**src/rtl/cfi_trace_lane_packer_if.sv**
```systemverilog
// Event stream into the lane packer and the packed 4-lane word out of it.
// master = event source / word consumer, slave = packer.
interface cfi_trace_lane_packer_if;
    logic         ev_valid;
    logic         ev_ready;
    logic [3:0]   ev_hdr;
    logic [31:0]  ev_data;
    logic         ev_state;
    logic [31:0]  ev_cid;
    logic [4:0]   des;
    logic [15:0]  deh;
    logic [127:0] ded;
    logic [31:0]  dec;

    modport master (
        output ev_valid, ev_hdr, ev_data, ev_state, ev_cid,
        input  ev_ready, des, deh, ded, dec
    );

    modport slave (
        input  ev_valid, ev_hdr, ev_data, ev_state, ev_cid,
        output ev_ready, des, deh, ded, dec
    );
endinterface

```
**src/rtl/cfi_trace_lane_packer.sv**
```systemverilog
// Packs decoded trace events (atom runs compressed) into 4-lane CFI words; optional counters under CFI_PACK_STATS_EN.
// Latency: word strobes one cycle after the edge that completes it.
// Backpressure: ev_ready drops for one cycle only to flush pending lanes on a context-ID change.
module cfi_trace_lane_packer #(
    parameter int TIMEOUT   = 64,
    parameter int MAX_ATOMS = 16
) (
    input  logic                   clk,
    input  logic                   rst_n,
    input  logic                   flush,
    cfi_trace_lane_packer_if.slave bus
`ifdef CFI_PACK_STATS_EN
    ,
    output logic [31:0]            stat_words,
    output logic [15:0]            stat_cid_flush,
    output logic [15:0]            stat_timeouts
`endif
);

    typedef enum logic [2:0] {
        S_EMPTY,
        S_FILL,
        S_ATOM_OPEN,
        S_EMIT,
        S_CID_FLUSH
    } state_e;

    typedef struct packed {
        logic [3:0]  hdr;
        logic        st;
        logic [31:0] dat;
    } lane_t;

    localparam logic [3:0] HDR_NULL = 4'd0;
    localparam logic [3:0] HDR_ATOM = 4'd1;
    localparam logic [7:0] TMO      = 8'(TIMEOUT);
    localparam logic [4:0] MAXA     = 5'(MAX_ATOMS);

    state_e          state_q, state_d;
    lane_t [3:0]     lanes_q, lanes_d;
    logic [2:0]      cnt_q, cnt_d;
    logic            atom_open_q, atom_open_d;
    logic [4:0]      atom_n_q, atom_n_d;
    logic [7:0]      tmo_q, tmo_d;
    logic [31:0]     cid_q, cid_d;
    logic [4:0]      des_q, des_d;
    logic [15:0]     deh_q, deh_d;
    logic [127:0]    ded_q, ded_d;
    logic [31:0]     dec_q, dec_d;

    logic            emit_now;
    logic            pending;
    logic            ev_null;
    logic            cid_stall;
    logic            ev_acc;
    logic            is_ctrl;
    logic            tmo_hit;
    logic            trig;
    logic [1:0]      lane_idx;
    logic [4:0]      atom_sh;

    always_comb begin
        // An emission cycle hands the held lanes to the output, so new events build on empty lanes.
        emit_now    = (state_q == S_EMIT) || (state_q == S_CID_FLUSH);
        lanes_d     = emit_now ? '0 : lanes_q;
        cnt_d       = emit_now ? 3'd0 : cnt_q;
        atom_open_d = emit_now ? 1'b0 : atom_open_q;
        atom_n_d    = emit_now ? 5'd0 : atom_n_q;
        cid_d       = cid_q;
        pending     = (cnt_d != 3'd0);
        ev_null     = (bus.ev_hdr == HDR_NULL);
        cid_stall   = bus.ev_valid && !ev_null && pending && (bus.ev_cid != cid_q);
        ev_acc      = bus.ev_valid && !cid_stall && !ev_null;
        is_ctrl     = ev_acc && (bus.ev_hdr >= 4'd3) && (bus.ev_hdr <= 4'd6);
        lane_idx    = cnt_d[1:0];
        atom_sh     = 5'd0;

        if (ev_acc) begin
            cid_d = bus.ev_cid;
            if ((bus.ev_hdr == HDR_ATOM) && atom_open_d) begin
                // Move the end-of-run marker from odd bit 2n-1 to 2n+1.
                lane_idx = cnt_d[1:0] - 2'd1;
                atom_sh  = {atom_n_d[3:0], 1'b0};
                lanes_d[lane_idx].dat = (lanes_d[lane_idx].dat & ~(32'd1 << (atom_sh - 5'd1)))
                                      | ({31'd0, bus.ev_data[0]} << atom_sh)
                                      | (32'd1 << (atom_sh + 5'd1));
                atom_n_d    = atom_n_d + 5'd1;
                atom_open_d = (atom_n_d != MAXA);
            end else if (bus.ev_hdr == HDR_ATOM) begin
                lanes_d[lane_idx] = '{hdr: HDR_ATOM, st: bus.ev_state,
                                      dat: {30'd0, 1'b1, bus.ev_data[0]}};
                cnt_d       = cnt_d + 3'd1;
                atom_n_d    = 5'd1;
                atom_open_d = (MAXA != 5'd1);
            end else begin
                lanes_d[lane_idx] = '{hdr: bus.ev_hdr, st: bus.ev_state, dat: bus.ev_data};
                cnt_d       = cnt_d + 3'd1;
                atom_n_d    = 5'd0;
                atom_open_d = 1'b0;
            end
        end

        if (emit_now || ev_acc) begin
            tmo_d = 8'd0;
        end else if (pending) begin
            tmo_d = (tmo_q >= TMO) ? TMO : tmo_q + 8'd1;
        end else begin
            tmo_d = 8'd0;
        end
        tmo_hit = (tmo_d == TMO);

        trig = (cnt_d != 3'd0) &&
               ((cnt_d == 3'd4) || is_ctrl || flush || tmo_hit);

        // A stalled context change already forces the emission, so it wins over other triggers.
        if (cid_stall) begin
            state_d = S_CID_FLUSH;
        end else if (trig) begin
            state_d = S_EMIT;
        end else if (cnt_d == 3'd0) begin
            state_d = S_EMPTY;
        end else if (atom_open_d) begin
            state_d = S_ATOM_OPEN;
        end else begin
            state_d = S_FILL;
        end

        des_d = {1'b0, des_q[3:0]};
        deh_d = deh_q;
        ded_d = ded_q;
        dec_d = dec_q;
        if (emit_now) begin
            des_d[4] = 1'b1;
            dec_d    = cid_q;
            for (int k = 0; k < 4; k++) begin
                des_d[k]          = lanes_q[k].st;
                deh_d[4*k +: 4]   = lanes_q[k].hdr;
                ded_d[32*k +: 32] = lanes_q[k].dat;
            end
        end
    end

    always_ff @(posedge clk or negedge rst_n) begin
        if (!rst_n) begin
            state_q     <= S_EMPTY;
            lanes_q     <= '0;
            cnt_q       <= 3'd0;
            atom_open_q <= 1'b0;
            atom_n_q    <= 5'd0;
            tmo_q       <= 8'd0;
            cid_q       <= 32'd0;
            des_q       <= 5'd0;
            deh_q       <= 16'd0;
            ded_q       <= 128'd0;
            dec_q       <= 32'd0;
        end else begin
            state_q     <= state_d;
            lanes_q     <= lanes_d;
            cnt_q       <= cnt_d;
            atom_open_q <= atom_open_d;
            atom_n_q    <= atom_n_d;
            tmo_q       <= tmo_d;
            cid_q       <= cid_d;
            des_q       <= des_d;
            deh_q       <= deh_d;
            ded_q       <= ded_d;
            dec_q       <= dec_d;
        end
    end

    assign bus.ev_ready = !cid_stall;
    assign bus.des      = des_q;
    assign bus.deh      = deh_q;
    assign bus.ded      = ded_q;
    assign bus.dec      = dec_q;

`ifdef CFI_PACK_STATS_EN
    logic [31:0] st_words_q, st_words_d;
    logic [15:0] st_cid_q, st_cid_d;
    logic [15:0] st_tmo_q, st_tmo_d;

    always_comb begin
        st_words_d = st_words_q;
        st_cid_d   = st_cid_q;
        st_tmo_d   = st_tmo_q;
        if (emit_now && (st_words_q != '1)) begin
            st_words_d = st_words_q + 32'd1;
        end
        if ((state_q == S_CID_FLUSH) && (st_cid_q != '1)) begin
            st_cid_d = st_cid_q + 16'd1;
        end
        if ((state_d == S_EMIT) && tmo_hit && (st_tmo_q != '1)) begin
            st_tmo_d = st_tmo_q + 16'd1;
        end
    end

    always_ff @(posedge clk or negedge rst_n) begin
        if (!rst_n) begin
            st_words_q <= 32'd0;
            st_cid_q   <= 16'd0;
            st_tmo_q   <= 16'd0;
        end else begin
            st_words_q <= st_words_d;
            st_cid_q   <= st_cid_d;
            st_tmo_q   <= st_tmo_d;
        end
    end

    assign stat_words     = st_words_q;
    assign stat_cid_flush = st_cid_q;
    assign stat_timeouts  = st_tmo_q;
`endif

endmodule
```
**src/flat_wrapper.sv**
```systemverilog
// flat-port wrapper written by rule: the top's interface ports become plain ports
module cfi_trace_lane_packer_flat 
#(
    parameter int TIMEOUT   = 64,
    parameter int MAX_ATOMS = 16
)
  (clk, rst_n, flush, bus_ev_valid, bus_ev_hdr, bus_ev_data, bus_ev_state, bus_ev_cid, bus_ev_ready, bus_des, bus_deh, bus_ded, bus_dec);
  cfi_trace_lane_packer_if bus_i ();
  input  logic clk;
  input  logic rst_n;
  input  logic flush;
  input wire logic [$bits(bus_i.ev_valid)-1:0] bus_ev_valid;
  input wire logic [$bits(bus_i.ev_hdr)-1:0] bus_ev_hdr;
  input wire logic [$bits(bus_i.ev_data)-1:0] bus_ev_data;
  input wire logic [$bits(bus_i.ev_state)-1:0] bus_ev_state;
  input wire logic [$bits(bus_i.ev_cid)-1:0] bus_ev_cid;
  output wire logic [$bits(bus_i.ev_ready)-1:0] bus_ev_ready;
  output wire logic [$bits(bus_i.des)-1:0] bus_des;
  output wire logic [$bits(bus_i.deh)-1:0] bus_deh;
  output wire logic [$bits(bus_i.ded)-1:0] bus_ded;
  output wire logic [$bits(bus_i.dec)-1:0] bus_dec;
  assign bus_i.ev_valid = bus_ev_valid;
  assign bus_i.ev_hdr = bus_ev_hdr;
  assign bus_i.ev_data = bus_ev_data;
  assign bus_i.ev_state = bus_ev_state;
  assign bus_i.ev_cid = bus_ev_cid;
  assign bus_ev_ready = bus_i.ev_ready;
  assign bus_des = bus_i.des;
  assign bus_deh = bus_i.deh;
  assign bus_ded = bus_i.ded;
  assign bus_dec = bus_i.dec;
  cfi_trace_lane_packer #(.TIMEOUT(TIMEOUT), .MAX_ATOMS(MAX_ATOMS)) u_core (.clk(clk), .rst_n(rst_n), .flush(flush), .bus(bus_i));
endmodule
```
**config.mk**
```make
export PLATFORM = sky130hd
export DESIGN_NAME = cfi_trace_lane_packer_flat
export DESIGN_NICKNAME = d
export VERILOG_FILES = /design/src/rtl/cfi_trace_lane_packer_if.sv /design/src/rtl/cfi_trace_lane_packer.sv /design/src/flat_wrapper.sv
export SDC_FILE = /design/constraint.sdc
export NUM_CORES = 1
export LEC_CHECK = 0
export ABC_CLOCK_PERIOD_IN_PS = 5300
export CAP_MARGIN = 20
export CORE_MARGIN = 5
export CORE_UTILIZATION = 60
export CTS_CLUSTER_DIAMETER = 120
export DETAILED_ROUTE_END_ITERATION = 6
export DONT_BUFFER_PORTS = 1
export GPL_ROUTABILITY_DRIVEN = 0
export PLACE_DENSITY = 0.73
export SLEW_MARGIN = 20
export SYNTH_ARGS = -nofsm -noshare
export SYNTH_HDL_FRONTEND = slang
export SYNTH_SLANG_ARGS = --single-unit
```
**constraint.sdc**
```tcl
create_clock -name clk -period 5.3 [get_ports clk]
set_clock_uncertainty 0.2 [all_clocks]
set_input_delay 0 -clock clk [delete_from_list [all_inputs] [get_ports clk]]
set_output_delay 0 -clock clk [all_outputs]
set_load 0.02 [all_outputs]
```
==> results.md, run 1 <==
- Levels on crit path: 11
- Critical path type: register to register
- Worst VDD drop: 0.0004672 V
- Chip Width: 181.3 µm
- Most used DFF post-synth: dfrtp_1
- CTS sink count: 381
- Total Routed Length: 55.99 mm
- Synth Instances: 1855
- Max_cap viols: 0
- Initial antenna violation count: 3
- Final worst-path cycle share: 79.09%
- Area Overhead vs Synth: 13.98%
- Arr. time, crit path: 4460 ps
- Drt drc: 0
- First-pass detailed-route iteration total: 6
- Cell repeated most along the worst path: nand2_1
- Initial Util: 60.98%
- Slew @ Worst Pin: 1184 ps
- Top Family by Delay on Critical Path: simple AND/OR/NAND/NOR gates
- Status: finished, violations left
- CTS max path bufs: 3
- Worst min path class: primary input to async pin
- Total Routing Usage GR: 33.24%
- Buffers and inverters on the worst path: 2
- Area of the multi-input gates: 7477 µm²
- Post-cts sizing count: 0
- R2R cell count: 11
- Cell variety after synth: 73
- Multiplexer share of the synthesized area: 4.927%
- Num CTS Buffers: 40
- Fraction of layout cells with a size suffix above 1: 7.652%
- ANT nets after route: 0
- Crit-path slowest cell: nor2_4
- Post-synth EDFFs: 0
- Crit-path max FO: 32
- WHS: -1036 ps
- Synthesized net count: 1947
- Largest net degree at the start of global routing: 382
- Largest family of logic cells by synthesized area: simple AND/OR/NAND/NOR gates
- Endpoints failing setup: 0
- CTS clk-pin slew, worst paths: 60 ps
- Die Ht: 181.3 µm
- Max transition margin: 20.64%
- Mean Syn Cell Area: 9.487 µm²
- Static Leak: 0.009542 µW
- Crit-path cells: nor3b_2 -> nor2_4 -> nand2_1 -> ha_1 -> nand2_1 -> a21boi_2 -> nor2_4 -> buf_4 -> nand2_1 -> dlygate4sd3_1 -> nand2_1
- R2r setup slk: 1110 ps
- Starting DRT DRC Count: 2023
- IO Port Bufs: 0
- GRT overflow: 0
- Post-CTS setup buffers: 0
- Register bit count reported by yosys: 381
- # hold bufs at CTS: 103
- Fraction of the mapped netlist area in adder cells: 1.351%
- Clock Latency Late Sink: 530 ps
- Cell Area, Synth: 17600 µm²
- Die area: 32860 µm²
- Filler cell count: 2211
- Fmax: 238.6 MHz
- Fin Setup TNS: 0 ps
- TritonCTS clock tree: done
- Number of primary I/O pins: 255
- Async SR Flop Fraction: 100.0%
- Compound-Gate Fraction of Synth Area: 12.49%
- Row count: 62
- DP Wirelength: 35.22 mm
- Core Region: 28860 µm²
- CP endpoint kind: register
- RSZ-0062 raised after global routing: no
- Slew Limit Fails: 0
- Cell area after layout: 20060 µm²
- Final nets: 1985
- H-tree Lvls: 2
- Final hold vios: 381
- Post-Synth XOR/XNOR Area: 2.041%
- P per Cell Area: 660.2 nW/µm²
- Yosys warning count: 0
- Routed vias/inst: 6.422
- Seq. cell area: 9535 µm²
- Vias: 14810
- Reg-to-Reg End: u_core.cid_q[18]
- Simple-gate area share of the yosys netlist: 21.44%
- Routed wire per std cell: 24.28 µm
- DP Area: 17710 µm²
- First-pass GRT wire length: 87.13 mm
- Crit path time final: 4192 ps
- Vias in the first global route: 14560
- Clk root buf: clkbuf_16
- RR Startpoint: u_core.state_q[1]
- Worst Setup Start Kind: register
- Post-synthesis sequential area ratio: 54.18%
- CP max stage delay: 750 ps
- CP required: 5570 ps
- Failing checks: hold timing
state kept, by name, summed over array words and instances (netlist names), 5 cells and up:
signal           flops
u_core.bus.des       5
u_core.lanes_q     148
u_core.bus.deh      16
u_core.cid_q        32
u_core.atom_n_q      5
u_core.bus.dec      32
u_core.tmo_q         8
u_core.bus.ded     128
how the worst max path moves through the flow:
stage,from,slack (ps),endpoint
4_1_cts,u_core.state_q[1],1240,u_core.lanes_q[124]
3_5_place_dp,u_core.state_q[1],1270,u_core.lanes_q[124]
6_report,u_core.state_q[1],1110,u_core.cid_q[18]
5_1_grt,u_core.state_q[1],930,u_core.lanes_q[124]
2_1_floorplan,u_core.state_q[1],1940,u_core.lanes_q[124]
3_3_place_gp,u_core.state_q[1],1400,u_core.lanes_q[122]
where the power goes:
group / total (µW) / switching, µW / leakage [µW] / internal, µW
clock network: 2730 / 1170 / 0.000622 / 1560
logic: 4730 / 3080 / 0.00383 / 1650
registers: 5790 / 1740 / 0.00509 / 4040
total: 13200 / 5990 / 0.00954 / 7250
layout make-up:
class                   count  share of cell area, %
diodes                      1                0.01248
repair buffers            123                  6.188
multi-input cells        1331                  37.28
flip-flops and latches    381                  47.54
inverters                  16                 0.3244
well taps                 384                  2.395
clock inverters            15                 0.5926
clock buffers              55                  5.676
cells in the final DEF (no fill, tap or decap), drive strengths merged, types with 4 or more instances in the layout:
master	netlist	layout
a31oi	8	8
clkbuf	83	55
and2	4	4
dlygate4sd3	0	103
a32oi	50	50
a21oi	7	7
nand2	794	794
mux2i	9	9
xnor2	37	37
o221ai	27	27
a221o	9	9
a22o	21	21
nor3b	5	5
nand4	15	15
a22oi	16	16
o21ai	103	103
dfrtp	381	381
a32o	4	4
xor2	4	4
buf	44	20
o31ai	5	5
mux4	32	32
mux2	4	4
o211ai	20	20
clkinv	0	10
o2bb2ai	9	9
nand3	37	37
nor3	16	16
nor2	35	35
ha	19	19
inv	16	18
metrics by stage:
| stage | power (µW) | worst slack, ps | std cells | utilization (%) | hold slack, ps |
|---|---|---|---|---|---|
| finish | 13240 | 1108 | 2306 | 69.51 | -1036 |
| global route | 13900 | 928.5 | 2305 | 69.50 | -1049 |
| CTS | 13000 | 1240 | 2303 | 69.31 | -1044 |
| detailed placement | 10130 | 1274 | 2130 | 61.38 | -486.4 |
| global placement | 9933 | 1400 | 2129 | 61.29 | -484.4 |
| floorplan | 8692 | 1941 | 1855 | - | -495.6 |
worst register-to-register path: stages, from the launching register on:
cell and delay, ps:
dfrtp_1 420, nor3b_2 380, nor2_4 140, nand2_1 230
ha_1 330, nand2_1 140, a21boi_2 280, nor2_4 750
buf_4 480, nand2_1 130, dlygate4sd3_1 590, nand2_1 70
cell usage after synthesis (4+ instances only):
| library cell | number | area (µm²) |
|---|---|---|
| nand2_1 | 794 | 2980 |
| dfrtp_1 | 381 | 9534 |
| o21ai_0 | 98 | 490.5 |
| clkbuf_1 | 83 | 311.6 |
| a32oi_1 | 50 | 437.9 |
| xnor2_1 | 37 | 324.1 |
| nand3_1 | 36 | 180.2 |
| mux4_2 | 32 | 720.7 |
| buf_2 | 31 | 155.2 |
| nor2_1 | 31 | 116.4 |
| o221ai_1 | 27 | 236.5 |
| a22o_1 | 21 | 183.9 |
| o211ai_1 | 20 | 150.1 |
| ha_1 | 19 | 237.7 |
| a22oi_1 | 16 | 120.1 |
| inv_1 | 15 | 56.30 |
| nor3_1 | 15 | 75.07 |
| nand4_1 | 13 | 81.33 |
| a221o_1 | 9 | 90.09 |
| mux2i_1 | 9 | 90.09 |
| o2bb2ai_1 | 9 | 78.83 |
| a21oi_1 | 6 | 30.03 |
| buf_1 | 6 | 22.52 |
| buf_6 | 6 | 67.56 |
| a31oi_1 | 5 | 31.28 |
| o31ai_1 | 5 | 37.54 |
| a32o_1 | 4 | 40.04 |
| and2_1 | 4 | 25.02 |
| o21ai_1 | 4 | 20.02 |
| xor2_1 | 4 | 35.03 |
metal layers:
metal | wire length, µm | vias up | global-route usage, %
li1 | - | 6409 | -
met1 | 21720 | 7172 | 47.14
met2 | 23990 | 1069 | 46.90
met3 | 8559 | 155 | 13.69
met4 | 1690 | 4 | 10.90
met5 | 32 | - | 0
kinds of logic after synthesis:
| group | count (synthesis) |
|---|---|
| simple gates | 927 |
| flops | 381 |
| compound gates | 298 |
| buf+inv | 143 |
| mux | 45 |
| xor+xnor | 41 |
| fa+ha+maj | 19 |
| other cells | 1 |
(Power assumes the default switching activity.)
==> inputs of run 2 (changes only) <==
--- a/config.mk
+++ b/config.mk
@@ -5,10 +5,10 @@
 export SDC_FILE = /design/constraint.sdc
 export NUM_CORES = 1
 export LEC_CHECK = 0
-export ABC_CLOCK_PERIOD_IN_PS = 5300
+export ABC_CLOCK_PERIOD_IN_PS = 3500
 export CAP_MARGIN = 20
 export CORE_MARGIN = 5
-export CORE_UTILIZATION = 60
+export CORE_UTILIZATION = 58
 export CTS_CLUSTER_DIAMETER = 120
 export DETAILED_ROUTE_END_ITERATION = 6
 export DONT_BUFFER_PORTS = 1
==> constraint.sdc (replaced) <==
create_clock -name clk -period 3.5 [get_ports clk]
set_clock_uncertainty 0.2 [all_clocks]
set_input_delay 0 -clock clk [delete_from_list [all_inputs] [get_ports clk]]
set_output_delay 0 -clock clk [all_outputs]
set_load 0.02 [all_outputs]
==> results.md, run 2 (synthesized netlist as in run 1, its figures left out) <==
- Cell area after layout: 20400 µm² (+1.7%)
- CTS clk-pin slew, worst paths: 60 ps (about the same)
- Final hold vios: 381 (unchanged)
- Total Routed Length: 56.17 mm (+0.32%)
- DP Area: 18050 µm² (+1.9%)
- Starting DRT DRC Count: 1908 (-5.7%)
- Core Region: 29800 µm² (+3.3%)
- Fin Setup TNS: 0 ps (unchanged)
- Chip Width: 184.2 µm (+1.6%)
- Static Leak: 0.009743 µW (+2.1%)
- Num CTS Buffers: 40 (unchanged)
- Number of primary I/O pins: 255 (unchanged)
- Slew @ Worst Pin: 1472 ps (+287.6 ps)
- R2r setup slk: 160 ps (-950 ps)
- # hold bufs at CTS: 99 (-3.9%)
- Filler cell count: 2255 (+2.0%)
- Total Routing Usage GR: 32.55% (-0.69 points)
- Vias: 14980 (+1.2%)
- Flip-flop count of the largest register after layout: 148 (unchanged)
- Fmax: 299.5 MHz (+26%)
- Final nets: 2016 (+1.6%)
- Clk root buf: clkbuf_16
- IO Port Bufs: 0 (unchanged)
- Largest net degree at the start of global routing: 382 (unchanged)
- GRT overflow: 0 (unchanged)
- Routed wire per std cell: 23.93 µm (-1.4%)
- TritonCTS clock tree: done
- CTS max path bufs: 3 (unchanged)
- Reg-to-Reg End: u_core.cid_q[3]
- Largest Register: u_core.lanes_q
- Die area: 33930 µm² (+3.3%)
- Max_cap viols: 0 (unchanged)
- Initial antenna violation count: 4 (+1)
- Endpoints failing setup: 0 (unchanged)
- Clock Latency Late Sink: 530 ps (about the same)
- Max transition margin: 1.899% (-19 points)
- Critical path type: register to register
- Worst min path class: primary input to async pin
- Routed vias/inst: 6.383 (-0.60%)
- H-tree Lvls: 2 (unchanged)
- WHS: -1025 ps (+10.10 ps)
- Status: finished, violations left
- Failing checks: hold timing
- Slew Limit Fails: 0 (unchanged)
- Initial Util: 59.06% (-1.9 points)
- Fin cells: 2347 (+1.8%)
- Die Ht: 184.2 µm (+1.6%)
- DP Wirelength: 36.29 mm (+3.0%)
- Most frequent cells in the layout: 793 x nand2_1, 380 x dfrtp_1, 99 x dlygate4sd3_1, 98 x o21ai_0, 50 x a32oi_1
- Inst Count DP: 2173 (+2.0%)
- Drt drc: 0 (unchanged)
- Post-CTS setup buffers: 0 (unchanged)
- R2R cell count: 11 (unchanged)
- RR Startpoint: u_core.state_q[1]
- Total Power: 20500 µW (+55%)
- Vias in the first global route: 14700 (+0.99%)
- CTS sink count: 381 (unchanged)
- Worst Setup Start Kind: register
- CP required: 3710 ps (-1860 ps)
- Worst VDD drop: 0.0005570 V (+19%)
- P per Cell Area: 1005 nW/µm² (+52%)
- Commonest non-fill, non-tap cell in the layout: nand2_1
- Area Overhead vs Synth: 15.90%
- First-pass GRT wire length: 86.67 mm (-0.52%)
- Final worst-path cycle share: 95.39% (+16 points)
- Arr. time, crit path: 3550 ps (-910 ps)
- ANT nets after route: 0 (unchanged)
- Row count: 63 (+1.6%)
- CP endpoint kind: register
- Fraction of layout cells with a size suffix above 1: 9.217% (+1.6 points)
- Crit-path max FO: 35 (+9.4%)
- First-pass detailed-route iteration total: 7 (+1)
- Crit path time final: 3339 ps (-853.2 ps)
- RSZ-0062 raised after global routing: no
-- run 2: changes by cell type in the layout (fill, tap and decap cells not counted), moves of 2 or more --
cell           delta
buf_12            +7
buf_16            -3
buf_4            +30
bufinv_16         +3
clkbuf_1          +2
diode_2           +3
dlygate4sd3_1     -4
-- run 2: how the worst max path moves through the flow --
stage / from / slack [ps] / cells past startpoint / to
3_5_place_dp: u_core.state_q[1] / 280 / 9 / u_core.lanes_q[111]
6_report: u_core.state_q[1] / 160 / 11 / u_core.cid_q[3]
4_1_cts: u_core.state_q[1] / 60 / 12 / u_core.cid_q[9]
3_3_place_gp: u_core.state_q[1] / 440 / 9 / u_core.lanes_q[111]
2_1_floorplan: u_core.state_q[1] / 140 / 11 / u_core.lanes_q[124]
5_1_grt: u_core.state_q[1] / 5 / 10 / u_core.lanes_q[138]
-- run 2: worst max-delay path: stages, from the launching register on --
cell and delay [ps]:
dfrtp_1 430, and3b_1 260, nor2_4 260, nand2_1 220, ha_1 350, nand2_1 140
a21boi_4 270, nor2_4 90, buf_6 230, nand2_1 110, dlygate4sd3_1 580, nand2_1 70
-- run 2: layer usage --
| metal | up-vias | GRT usage, % | routed length, µm |
|---|---|---|---|
| met5 | - | 0 | 11 |
| met4 | 2 | 10.09 | 1660 |
| met3 | 154 | 13.58 | 8458 |
| met2 | 1059 | 46.09 | 23900 |
| met1 | 7296 | 46.13 | 22140 |
| li1 | 6471 | - | - |
-- run 2: power breakdown --
group          switching (µW)  total (µW)  internal [µW]
Sequential               2740        8860           6120
Clock                    1720        4300           2580
Combinational            4630        7330           2700
-- run 2: layout make-up --
| class | count | area, µm² | share of cell area (%) |
|---|---|---|---|
| clock buffers | 57 | 1146 | 5.619 |
| clock inverters | 14 | 176.4 | 0.8650 |
| well taps | 390 | 488.0 | 2.392 |
| diodes | 4 | 10.01 | 0.04908 |
| inverters | 16 | 65.06 | 0.3190 |
| flip-flops and latches | 381 | 9535 | 46.75 |
| multi-input cells | 1331 | 7480 | 36.67 |
| repair buffers | 154 | 1495 | 7.331 |
-- run 2: stage by stage --
stage | worst slack (ps) | utilization [%]
finish | 161.4 | 68.45
global route | 4.963 | 68.43
CTS | 61.31 | 68.36
detailed placement | 283.9 | 60.59
global placement | 435.5 | 60.59
floorplan | 140.8 | -
-- run 2: timing repair --
item,4_1_cts,5_1_grt
setup endpoints to repair,0,28
resized for setup,0,3
endpoints found under the hold margin,569,381
==> inputs of run 3 (changes only) <==
--- a/config.mk
+++ b/config.mk
@@ -7,7 +7,6 @@
 export LEC_CHECK = 0
 export ABC_CLOCK_PERIOD_IN_PS = 3500
 export CAP_MARGIN = 20
-export CORE_MARGIN = 5
 export CORE_UTILIZATION = 58
 export CTS_CLUSTER_DIAMETER = 120
 export DETAILED_ROUTE_END_ITERATION = 6
==> results.md, run 3 (synthesized netlist as in run 1, its figures left out) <==
- P per Cell Area: 1002 nW/µm² (-0.25%)
- # hold bufs at CTS: 103 (+4.0%)
- Cell repeated most along the worst path: buf_4
- Inst Count DP: 2158 (-0.69%)
- Fmax: 289.1 MHz (-3.5%)
- Vias in the first global route: 14920 (+1.5%)
- CTS sink count: 381 (unchanged)
- WHS: -1030 ps (-4.290 ps)
- CP required: 3690 ps (-20 ps)
- Num CTS Buffers: 41 (+2.5%)
- DP Area: 17890 µm² (-0.90%)
- Fin Setup TNS: 0 ps (unchanged)
- Cell area after layout: 20290 µm² (-0.54%)
- First-pass detailed-route iteration total: 7 (unchanged)
- Starting DRT DRC Count: 2072 (+8.6%)
- Final hold vios: 381 (unchanged)
- RSZ-0062 raised after global routing: no
- Clk root buf: clkbuf_16
- Drt drc: 5 (+5)
- Crit-path slowest cell: o21ai_0
- ANT nets after route: 0 (unchanged)
- Post-CTS setup buffers: 0 (unchanged)
- Max transition margin: 5.340% (+3.4 points)
- Failing checks: DRC, hold timing
- Slew Limit Fails: 0 (unchanged)
- Crit-path cells: and3b_1 -> nor2_4 -> buf_4 -> buf_4 -> inv_6 -> o21ai_0 -> o31ai_1 -> a22oi_1 -> o2bb2ai_1
- Final worst setup slack: 40.72 ps (-120.6 ps)
- Worst min path class: primary input to async pin
- IO Port Bufs: 0 (unchanged)
- Filler cell count: 2240 (-0.67%)
- First-pass GRT wire length: 86.17 mm (-0.58%)
- Routed wire per std cell: 23.99 µm (+0.22%)
- Most frequent cells in the layout: 793 x nand2_1, 380 x dfrtp_1, 103 x dlygate4sd3_1, 97 x o21ai_0, 50 x a32oi_1
- CP endpoint kind: register
- Total Routing Usage GR: 36.39% (+3.8 points)
- Initial Util: 59.22% (+0.16 points)
- CTS clk-pin slew, worst paths: 60 ps (about the same)
- Clock Latency Late Sink: 540 ps (about the same)
- Flip-flop count of the largest register after layout: 148 (unchanged)
- Largest net degree at the start of global routing: 382 (unchanged)
- Worst Setup Start Kind: register
- CP max stage delay: 610 ps (+30 ps)
- Core Region: 29720 µm² (-0.26%)
- Number of primary I/O pins: 255 (unchanged)
- Area Overhead vs Synth: 15.27%
- CTS max path bufs: 3 (unchanged)
- Crit path time final: 3459 ps (+120.6 ps)
- Pre-CTS setup slack: 190.1 ps (-93.84 ps)
- Critical path type: register to register
- DP Wirelength: 35.19 mm (-3.0%)
- Arr. time, crit path: 3650 ps (+100 ps)
- Static Leak: 0.009726 µW (-0.18%)
- Final nets: 2007 (-0.45%)
- Initial antenna violation count: 1 (-3)
- Die area: 31040 µm² (-8.5%)
- Fraction of layout cells with a size suffix above 1: 8.740% (-0.48 points)
- TritonCTS clock tree: done
- Crit-path max FO: 63 (+80%)
- Largest Register: u_core.lanes_q
- Slew @ Worst Pin: 1420 ps (-51.61 ps)
- Endpoints failing setup: 0 (unchanged)
- Worst VDD drop: 0.0005629 V (+1.1%)
- R2R cell count: 9 (-2)
- GRT overflow: 0 (unchanged)
- Max_cap viols: 0 (unchanged)
- Status: finished, violations left
- Fin cells: 2336 (-0.47%)
- H-tree Lvls: 2 (unchanged)
- Chip Width: 176.2 µm (-4.3%)
- Row count: 63 (unchanged)
- Routed vias/inst: 6.408 (+0.39%)
- Vias: 14970 (-0.080%)
- Commonest non-fill, non-tap cell in the layout: nand2_1
- Final worst-path cycle share: 98.84% (+3.4 points)
- Die Ht: 176.2 µm (-4.3%)
- Total Routed Length: 56.03 mm (-0.25%)
==> run 3: cell types whose count changed in the layout (fill, tap and decap cells not counted), moves of 3 or more <==
cell / delta
buf_12: -4
buf_4: -10
clkinv_4: +3
diode_2: -3
dlygate4sd3_1: +4
==> run 3: final timing paths <==
kind                                          from                  end  slack, ps
worst min register to register  u_core.lanes_q[35]    u_core.bus.deh[2]        270
max in group asynchronous                    rst_n    u_core.bus.ded[6]       2990
worst min-delay path                         rst_n     u_core.cid_q[18]      -1030
worst max-delay path             u_core.state_q[1]  u_core.lanes_q[119]         40
worst max register to register   u_core.state_q[1]  u_core.lanes_q[119]         40
min in group clk                     bus_ev_hdr[1]    u_core.state_q[0]         30
==> run 3: critical path: cells and delay by family (launching register included) <==
family,cells,cell delay (ps)
compound gates,4,1390
buf+inv,3,820
simple gates,2,430
flops,1,430
==> run 3: per-stage QoR <==
step	utilization (%)	power [µW]
2_1_floorplan	-	13160
3_3_place_gp	60.21	15250
3_5_place_dp	60.21	15510
4_1_cts	68.17	19980
5_1_grt	68.26	21300
6_report	68.26	20330
==> run 3: layer usage <==
layer	vias up	wire [µm]	share of wire [%]	GRT usage, %
met5	-	65	0.12	1.603
met4	2	1962	3.5	13.66
met3	191	8651	15	14.08
met2	1059	23860	43	52.20
met1	7255	21500	38	49.87
li1	6463	-	-	-
==> run 3: final cells by class <==
class	instances	area, µm²	share of cell area (%)
inverters	16	65.06	0.3207
well taps	390	488.0	2.405
repair buffers	143	1369	6.748
clock buffers	59	1196	5.897
flip-flops and latches	381	9535	47.01
multi-input cells	1332	7490	36.92
clock inverters	14	140.1	0.6908
diodes	1	2.502	0.01234
==> run 3: timing repair <==
action | 4_1_cts | 5_1_grt
hold endpoints to repair | 570 | 381
gates resized for setup | 0 | 4
setup endpoints to repair | 0 | 21
==> run 3: report_power, final <==
part | switching, µW | internal [µW] | total [µW]
registers | 2750 | 6120 | 8880
clock network | 1770 | 2530 | 4310
logic | 4660 | 2490 | 7150
total | 9190 | 11100 | 20300
